### config.mk
export PLATFORM = sky130hd
export DESIGN_NAME = mrd_rdx_wrback
export DESIGN_NICKNAME = d
export VERILOG_FILES = /design/src/rtl/mrd_rdx_wrback.sv
export SDC_FILE = /design/constraint.sdc
export NUM_CORES = 2
export LEC_CHECK = 0
export ABC_AREA = 1
export ABC_CLOCK_PERIOD_IN_PS = 3500
export BUFFER_PORTS_ARGS = -buffer_cell sky130_fd_sc_hd__buf_4
export CAP_MARGIN = 20
export CORE_AREA = 3 3 280 282
export DETAILED_ROUTE_END_ITERATION = 7
export DIE_AREA = 0 0 283 285
export GPL_TIMING_DRIVEN = 0
export MAX_ROUTING_LAYER = met4
export PLACE_DENSITY_LB_ADDON = 0.3
export RECOVER_POWER = 100
export REMOVE_ABC_BUFFERS = 1
export SYNTH_ARGS = -nofsm -noshare
export SYNTH_HDL_FRONTEND = slang
export SYNTH_SLANG_ARGS = --single-unit
### constraint.sdc
create_clock -name clk -period 3.5 [get_ports clk]
set_input_delay 0.35 -clock clk [delete_from_list [all_inputs] [get_ports clk]]
set_output_delay 0.35 -clock clk [all_outputs]
set_load 0.01 [all_outputs]
### src/rtl/mrd_rdx_wrback.sv
// Radix-stage write-back router: steers up to five lanes per beat into banks.
// Optional same-bank conflict flag: define MRD_WRBACK_CONFLICT_CHK_EN.
module mrd_rdx_wrback #(
  parameter int wData = 30,
  parameter int wAddr = 8,
  parameter int wCnt  = 12
) (
  input  logic                   clk,
  input  logic                   rst_n,
  input  logic                   cfg_start,
  input  logic [wCnt-1:0]        cfg_total,
  input  logic                   in_val,
  input  logic [2:0]             in_factor,
  input  logic [0:4][2:0]        in_bank_index,
  input  logic [0:4][wAddr-1:0]  in_bank_addr,
  input  logic [0:4][wData-1:0]  in_real,
  input  logic [0:4][wData-1:0]  in_imag,
  output logic [4:0]             wr_en,
  output logic [0:4][wAddr-1:0]  wr_addr,
  output logic [0:4][wData-1:0]  wr_real,
  output logic [0:4][wData-1:0]  wr_imag,
  output logic                   busy,
  output logic                   stage_done,
  output logic                   err_overrun,
  output logic                   err_factor,
  output logic                   err_conflict
);

  typedef enum logic {IDLE, RUN} state_t;

  state_t               state_q, state_d;
  logic [wCnt-1:0]      cnt_q, cnt_d;
  logic [wCnt-1:0]      total_q, total_d;
  logic [wCnt:0]        sum, base, lim;
  logic [4:0]           used;
  logic                 fac_ok, accept;
  logic                 done_d, ovr_d, fac_d;
  logic [4:0]           en_d;
  logic [0:4][wAddr-1:0] addr_d;
  logic [0:4][wData-1:0] re_d, im_d;

  always_comb begin
    fac_ok = (in_factor >= 3'd2) && (in_factor <= 3'd5);
    for (int k = 0; k < 5; k++) used[k] = 3'(k) < in_factor;
    accept = in_val && fac_ok && (cfg_start || state_q == RUN);
    base = cfg_start ? '0 : {1'b0, cnt_q};
    lim  = cfg_start ? {1'b0, cfg_total} : {1'b0, total_q};
    sum  = base;
    if (accept) sum = base + {{(wCnt-2){1'b0}}, in_factor};

    state_d = state_q;
    cnt_d   = cnt_q;
    total_d = total_q;
    done_d  = 1'b0;
    ovr_d   = err_overrun;
    fac_d   = err_factor;

    // a restart wins over completion, so no done pulse on restart
    if (cfg_start) begin
      state_d = RUN;
      total_d = cfg_total;
      cnt_d   = sum[wCnt-1:0];
    end else if (state_q == RUN) begin
      cnt_d = sum[wCnt-1:0];
      if (cnt_q >= total_q) begin
        state_d = IDLE;
        done_d  = 1'b1;
      end
    end

    if (accept && sum > lim) ovr_d = 1'b1;
    if (in_val && !cfg_start && state_q == IDLE) ovr_d = 1'b1;
    if (in_val && !fac_ok) fac_d = 1'b1;
  end

  // descending lane order lets the lowest lane overwrite a shared bank
  always_comb begin
    en_d   = '0;
    addr_d = wr_addr;
    re_d   = wr_real;
    im_d   = wr_imag;
    for (int k = 4; k >= 0; k--) begin
      if (accept && used[k] && in_bank_index[k] < 3'd5) begin
        en_d[in_bank_index[k]]   = 1'b1;
        addr_d[in_bank_index[k]] = in_bank_addr[k];
        re_d[in_bank_index[k]]   = in_real[k];
        im_d[in_bank_index[k]]   = in_imag[k];
      end
    end
  end

  always_ff @(posedge clk) begin
    if (rst_n) begin
      state_q     <= IDLE;
      cnt_q       <= '0;
      total_q     <= '0;
      wr_en       <= '0;
      wr_addr     <= '0;
      wr_real     <= '0;
      wr_imag     <= '0;
      stage_done  <= 1'b0;
      err_overrun <= 1'b0;
      err_factor  <= 1'b0;
    end else begin
      state_q     <= state_d;
      cnt_q       <= cnt_d;
      total_q     <= total_d;
      wr_en       <= en_d;
      wr_addr     <= addr_d;
      wr_real     <= re_d;
      wr_imag     <= im_d;
      stage_done  <= done_d;
      err_overrun <= ovr_d;
      err_factor  <= fac_d;
    end
  end

  assign busy = (state_q == RUN);

`ifdef MRD_WRBACK_CONFLICT_CHK_EN
  logic hit;

  always_comb begin
    hit = 1'b0;
    for (int i = 0; i < 5; i++) begin
      for (int j = i + 1; j < 5; j++) begin
        if (used[i] && used[j] && in_bank_index[i] < 3'd5 &&
            in_bank_index[i] == in_bank_index[j])
          hit = 1'b1;
      end
    end
  end

  always_ff @(posedge clk) begin
    if (rst_n)
      err_conflict <= 1'b0;
    else if (accept && hit)
      err_conflict <= 1'b1;
  end
`else
  assign err_conflict = 1'b0;
`endif

endmodule

# Word-level counts from Yosys, hierarchy flattened

Index checks and enable logic that the tools add are counted.

Flip-flop bits (word level): 373
Memories: 0
Bits in writable memories: 0
Latch bits: 0
ROM bits: 0
Input port bits: 374

Multiply operators: 0
$add $sub $neg: 1
Bitwise gates (word level): 10
Equality and inequality tests: 0
Reduce and logical (&&, ||, !) cells: 33
Muxes and demuxes: 76
Divide/modulo/power cells: 0
Shifts and indexed selects: 0
Order comparisons: 34

Operator list:

| kind                 | count |
|---|---|
| $bwmux W150          | 10 |
| $mux W150            | 10 |
| $demux W30 S3        | 5 |
| $bwmux W40           | 5 |
| $mux W40             | 5 |
| $mux W30             | 5 |
| $demux W8 S3         | 5 |
| $mux W12             | 4 |
| $mux W8              | 5 |
| $logic_and A1 B1 Y1  | 27 |
| $mux W5              | 5 |
| $ge A4 B4 Y1 const B | 5 |
| $lt A3 B4 Y1 const B | 5 |
| $lt A4 B1 Y1 const B | 5 |
| $not A3 Y4           | 5 |
| $or A5 B5 Y5         | 4 |
| $demux W1 S3         | 5 |
| $ge A3 B1 Y1 const B | 5 |
| $lt A3 B3 Y1 const B | 5 |
| $add A12 B3 Y13      | 1 |
| $gt A13 B12 Y1       | 1 |
| $mux W13             | 1 |
| $ge A12 B12 Y1       | 1 |
| $mux W1              | 11 |
| other kinds (10)     | 14 |

# Depth between registers and ports, before layout

Word-level depth: 15
Depth in mapped cells: 25
Mapped depth without buffers: 25

# Worst setup path after synthesis

Ideal clock, no wire load.

Path type: in2reg
From: input port cfg_start
To: register err_overrun
Library setup time: 0.132 ns
Buffers on the path: 1
Stages on the path: 23
Arrival: 2.775 ns
Slack: 0.593 ns
Data required time: 3.368 ns
Cells stage by stage: clkbuf_1 -> nor2_1 -> ha_1 -> fa_1 -> nand3_1 -> nand2_1 -> nand2_1 -> nor2_1 -> nand2_1 -> xor2_1 -> inv_1 -> ha_1 -> a21oi_1 -> o21a_1 -> nand2_1 -> nand2_1 -> nand2_1 -> nand2_1 -> nand2_1 -> nand2_1 -> nand2_1 -> nand2_1 -> a21oi_1

Cells in the longest elaborated chain, start to end: 6
Elaborated cells on any way between the ends: 13
Those cells by class: 1 x add/sub; 1 x order compare; 4 x mux; 7 x reduce/logical

RTL lines:

| element                                                       | line   | text |
|---|---|---|
| start: declaration                                            | 10     | `input logic cfg_start,` |
| $mux W12 / $logic_or A1 B1 Y1 (equally long branches)         | 46, 45 |  |
| $add A12 B3 Y13 / $logic_and A1 B1 Y1 (equally long branches) | 49, 45 |  |
| $mux W13                                                      | 49     | `if (accept) sum = base + {{(wCnt-2){1'b0}}, in_factor};` |
| $gt A13 B12 Y1                                                | 71     | `if (accept && sum > lim) ovr_d = 1'b1;` |
| $logic_and A1 B1 Y1                                           | 71     |  |
| $reduce_bool A2 Y1 (no line)                                  | -      |  |
| end signal: assignment                                        | 113    | `err_overrun <= ovr_d;` |
| end: declaration                                              | 24     | `output logic err_overrun,` |

Several ways; a longest one is shown, not always the timed one.
A chain may end at the register's enable or synchronous reset.

# Worst setup path in the final report

From: register state_q, in the netlist busy
To: register wr_imag[51] in the netlist's numbering

Cells in the longest elaborated chain, start to end: 13
Elaborated cells on any way between the ends: 21
Those cells by class: 9 x mux; 12 x reduce/logical

RTL lines:

| element                           | line | text |
|---|---|---|
| start: declaration                | 31   | `state_t state_q, state_d;` |
| start signal: assignment          | 105  | `state_q <= state_d;` |
| $logic_or A1 B1 Y1 (*)            | 45   | `accept = in_val && fac_ok && (cfg_start \|\| state_q == RUN);` |
| $logic_and A1 B1 Y1 (*)           | 45   |  |
| $logic_and A1 B1 Y1 (2 in series) | 83   | `if (accept && used[k] && in_bank_index[k] < 3'd5) begin` |
| $mux W150                         | 83   |  |
| $bwmux W150                       | 87   | `im_d[in_bank_index[k]] = in_imag[k];` |
| $mux W150                         | 83   |  |
| $bwmux W150                       | 87   |  |
| $mux W150                         | 83   |  |
| $bwmux W150                       | 87   |  |
| $mux W150                         | 83   |  |
| $bwmux W150                       | 87   |  |
| $mux W150 (*)                     | 83   |  |
| end signal: assignment            | 111  | `wr_imag <= im_d;` |
| end: declaration                  | 21   | `output logic [0:4][wData-1:0] wr_imag,` |

Mark *: on every way between the ends. The rest lies on a longest branch, timed or not.

==> reports/results.txt <==
Clock tree from TritonCTS - built
Maximum capacitance violations - 1
Layer carrying the most global-route usage - met2
HPWL after detailed placement - 94760 µm
First DRT Iteration DRCs - 4602
Share of the synthesized area in the top cell type - 0.2754
Top cell types by occurrence after synthesis - sky130_fd_sc_hd__o21ai_0, sky130_fd_sc_hd__nand2_1, sky130_fd_sc_hd__a21oi_1
Synth cell types - 46
Leading post-synthesis cells by cell area - sky130_fd_sc_hd__dfxtp_1, sky130_fd_sc_hd__o21ai_0, sky130_fd_sc_hd__a21oi_1, sky130_fd_sc_hd__nand2_1, sky130_fd_sc_hd__inv_1
Remaining design rule violation count - 0
Met1 Use GR - 0.4186
H-Tree Level Count - 2
Largest driver fanout on the critical path - 42
Capture instance of the worst register-to-register path - wr_imag[51]$_SDFF_PP0_
Clock Sinks - 373
Total power of the final layout - 11.95 mW
Total core area - 0.07595 mm²
Part of the Yosys area used for sequential elements - 0.2754
Critical path data required time - 4.03 ns
Number of antenna violations at the first check in global routing - 16
Largest area contributor in the netlist - sky130_fd_sc_hd__dfxtp_1
Cells after Synth - 4485
Final Setup Violations - 0
Area growth, synth to finish - 25.70%
Reg clk slew, reported paths - 0.07 ns
Number of placed cells counting well taps - 5903
Worst Reg2Reg Path Length in Cells - 12
Number of flip-flops and latches in the synthesized netlist - 373
Clock Tree Root - sky130_fd_sc_hd__clkbuf_16
Relative contribution of combinational cells to total power - 0.185
Pleak - 14.38 nW
Final Critical Period - 3.421 ns
Number of port buffers - 722
Crit path arrival time - 3.95 ns
Yosys warning count - 0
Via/cell ratio - 6.040
Count leader, synth - sky130_fd_sc_hd__o21ai_0
Worst hold-check path type - input port to register
Worst setup path end - wr_imag[51]$_SDFF_PP0_
Pint - 8.243 mW
Worst flop-to-flop path startpoint - busy$_SDFF_PP0_
Number of vias in the routed layout - 36300
Number of rows in the core area - 101
Launch point of the worst path - busy$_SDFF_PP0_
Fraction of power spent switching nets - 0.3104
Slew Limit Fails - 109
Effective utilization at floorplan - 0.3570
Horizontal die dimension - 283 µm
Highest clock rate - 0.2923 GHz
NetSw - 3.710 mW
Period utilisation layout - 0.9775
Transition time at the pin with the least slew margin - 2.145 ns
Clock insertion delay at the later pin of the skew report - 0.61 ns
Combined area of all synthesized cells - 0.02712 mm²
Power density cells - 350.7 mW/mm²
Hold violation total from the final report - 0
Deepest clock path buffer count - 3
Number of filler instances in the final layout - 8291
Die Span Y - 285 µm
Depth of the worst hold-timing path - 3
Worst relative slew slack - -0.4303
Number of flops mapped to enable cells by yosys - 0
Die area - 0.08066 mm²
Inserted Clock Buffers - 49
Maximum number of pins on one net before global-route repair - 119
Per-cell routed wire length - 24.89 µm
Fraction of registers with async set or reset after synthesis - 0
Final weighted congestion in routability-driven placement - 0.9161
Mean instance size in the synthesized netlist - 6.046 µm²
Startpoint class of the critical path - register
Global routing met3 resource utilization - 0.1071
Outcome - finished, violations left
Worst vdd rail ir drop - 0.3335 mV
Non-filler cells in the finished layout - 6010
Critical path class - register to register
Final wirelength - 149600 µm
Setup repair after global routing missed its margin - no
Predominant post-synthesis flop cell - sky130_fd_sc_hd__dfxtp_1
Register-to-Register Setup Slack - 0.08 ns
Violations in the final reports - capacitance limit, slew limit
1st-pass router iterations - 8
Part of the total power dissipated in sequential elements - 0.384
Tightest hold margin - 0.03455 ns
GRT Util Overall - 0.3572
Global-route wire length before repair - 215000 µm
Number of nets in the layout - 5331
Final global-route overflow total - 0
Part of the power in the clock network - 0.430
Final Skew - 0.02977 ns
Number of antenna-violating nets in the routed design - 0
Top-level I/O count - 724
Fraction of final layout cells sized beyond drive strength 1 - 0.1146
Via count of the first global-routing pass - 32950
Met2 track demand over resource - 0.5366
Endpoint kind of the worst setup timing path - register
==> sequential cells by signal (all words and copies together) (netlist names) <==
register and cells:
stage_done 1, wr_real 150, wr_imag 150, total_q 12, err_overrun 1, err_factor 1
busy 1, wr_en 5, wr_addr 40, cnt_q 12
==> through the flow <==
stage               setup WS [ns]  area [µm²]  utilization  setup TNS (ns)
finish                    0.07864       34080       0.4488               0
global route              0.02568       34080       0.4488               0
CTS                       0.07287       35480       0.4671               0
detailed placement        -0.3791       33850       0.4457          -11.97
global placement           -6.694       32100       0.4226        -2035.99
floorplan                  -1.768       25390            -         -303.86
==> cells by family (layout without fill, tap and decap cells) <==
group           count (synthesis)  count (layout)  synth area share
other cells                     1              15         0.0001383
compound gates               2210            2210            0.4333
simple gates                  976             977            0.1453
flops                         373             373            0.2754
fa+ha+maj                      27              27           0.01274
xor+xnor                        8               8          0.002584
buf+inv                       890            1370            0.1306
==> routing by layer <==
metal	part of all wire	wire, µm
met5	0	0
met4	0.073	10950
met3	0.14	21380
met2	0.43	64140
met1	0.36	53120
==> how the worst min path moves through the flow <==
stage	to	from
6_report	wr_imag[73]$_SDFF_PP0_	in_imag[133]
5_1_grt	wr_imag[73]$_SDFF_PP0_	in_imag[133]
4_1_cts	wr_imag[22]$_SDFF_PP0_	in_imag[142]
3_5_place_dp	err_factor$_SDFFE_PP0P_	err_factor$_SDFFE_PP0P_
3_3_place_gp	err_factor$_SDFFE_PP0P_	err_factor$_SDFFE_PP0P_
2_1_floorplan	cnt_q[11]$_SDFFE_PP0N_	rst_n
==> repair_timing <==
| action | 4_1_cts | 5_1_grt |
|---|---|---|
| pin swaps | 1 | 1 |
| resized for setup | 1 | 2 |
| hold buffers | 4 | 0 |
| cloned | 1 | 0 |
| hold endpoints to repair | 5 | 0 |
| setup buffers | 0 | 1 |
| setup endpoints to repair | 37 | 56 |
==> final cells by class <==
cell class | instances | area (µm²) | share of cell area
clock inverter | 15 | 148.9 | 0.004368
antenna | 14 | 35.03 | 0.001028
sequential | 373 | 7467 | 0.2191
timing repair buffer | 800 | 5582 | 0.1638
inverter | 483 | 1844 | 0.05411
multi-input combinational | 3223 | 16300 | 0.4781
tap | 1030 | 1289 | 0.03781
clock buffer | 72 | 1423 | 0.04174
==> placed cells by master (no fill, tap or decap), drive strengths merged <==
| cell type | n |
|---|---|
| fa | 1 |
| o221ai | 1 |
| or2 | 1 |
| bufinv | 2 |
| buf | 447 |
| o211ai | 141 |
| a41oi | 3 |
| dlygate4sd3 | 4 |
| a21o | 1 |
| ha | 26 |
| inv | 485 |
| clkinvlp | 2 |
| o21a | 1 |
| nand4 | 11 |
| nand3b | 1 |
| nand3 | 88 |
| xnor2 | 1 |
| clkbuf | 421 |
| o21ai | 1233 |
| clkinv | 9 |
| a31oi | 107 |
| o21bai | 67 |
| xor2 | 7 |
| dfxtp | 373 |
| nand2 | 754 |
| and2 | 1 |
| nor3 | 8 |
| conb | 1 |
| a211oi | 2 |
| o31ai | 1 |
| a21boi | 1 |
| diode | 14 |
| a21oi | 652 |
| nor2 | 113 |
==> worst max-delay path, cell delays in order (launching register included) <==
cell and delay [ns]:
sky130_fd_sc_hd__dfxtp_1 0.42, sky130_fd_sc_hd__nor2_4 0.08, sky130_fd_sc_hd__nor2_8 0.15, sky130_fd_sc_hd__nand4_4 0.60
sky130_fd_sc_hd__buf_4 0.54, sky130_fd_sc_hd__inv_4 0.49, sky130_fd_sc_hd__buf_16 0.37, sky130_fd_sc_hd__nand2_1 0.12
sky130_fd_sc_hd__nand3_1 0.09, sky130_fd_sc_hd__o211ai_1 0.09, sky130_fd_sc_hd__o21ai_1 0.11, sky130_fd_sc_hd__nand2_1 0.08
sky130_fd_sc_hd__a21oi_1 0.14
==> power groups by stage <==
stage          registers [mW]  logic, mW  clock network, mW
2_1_floorplan            4.74      0.963                  0
3_3_place_gp             4.69       2.29                  0
3_5_place_dp             4.69       2.31                  0
4_1_cts                  4.59       2.32               5.18
5_1_grt                  4.61       2.40               5.34
6_report                 4.60       2.21               5.14
(Power assumes the default switching activity.)
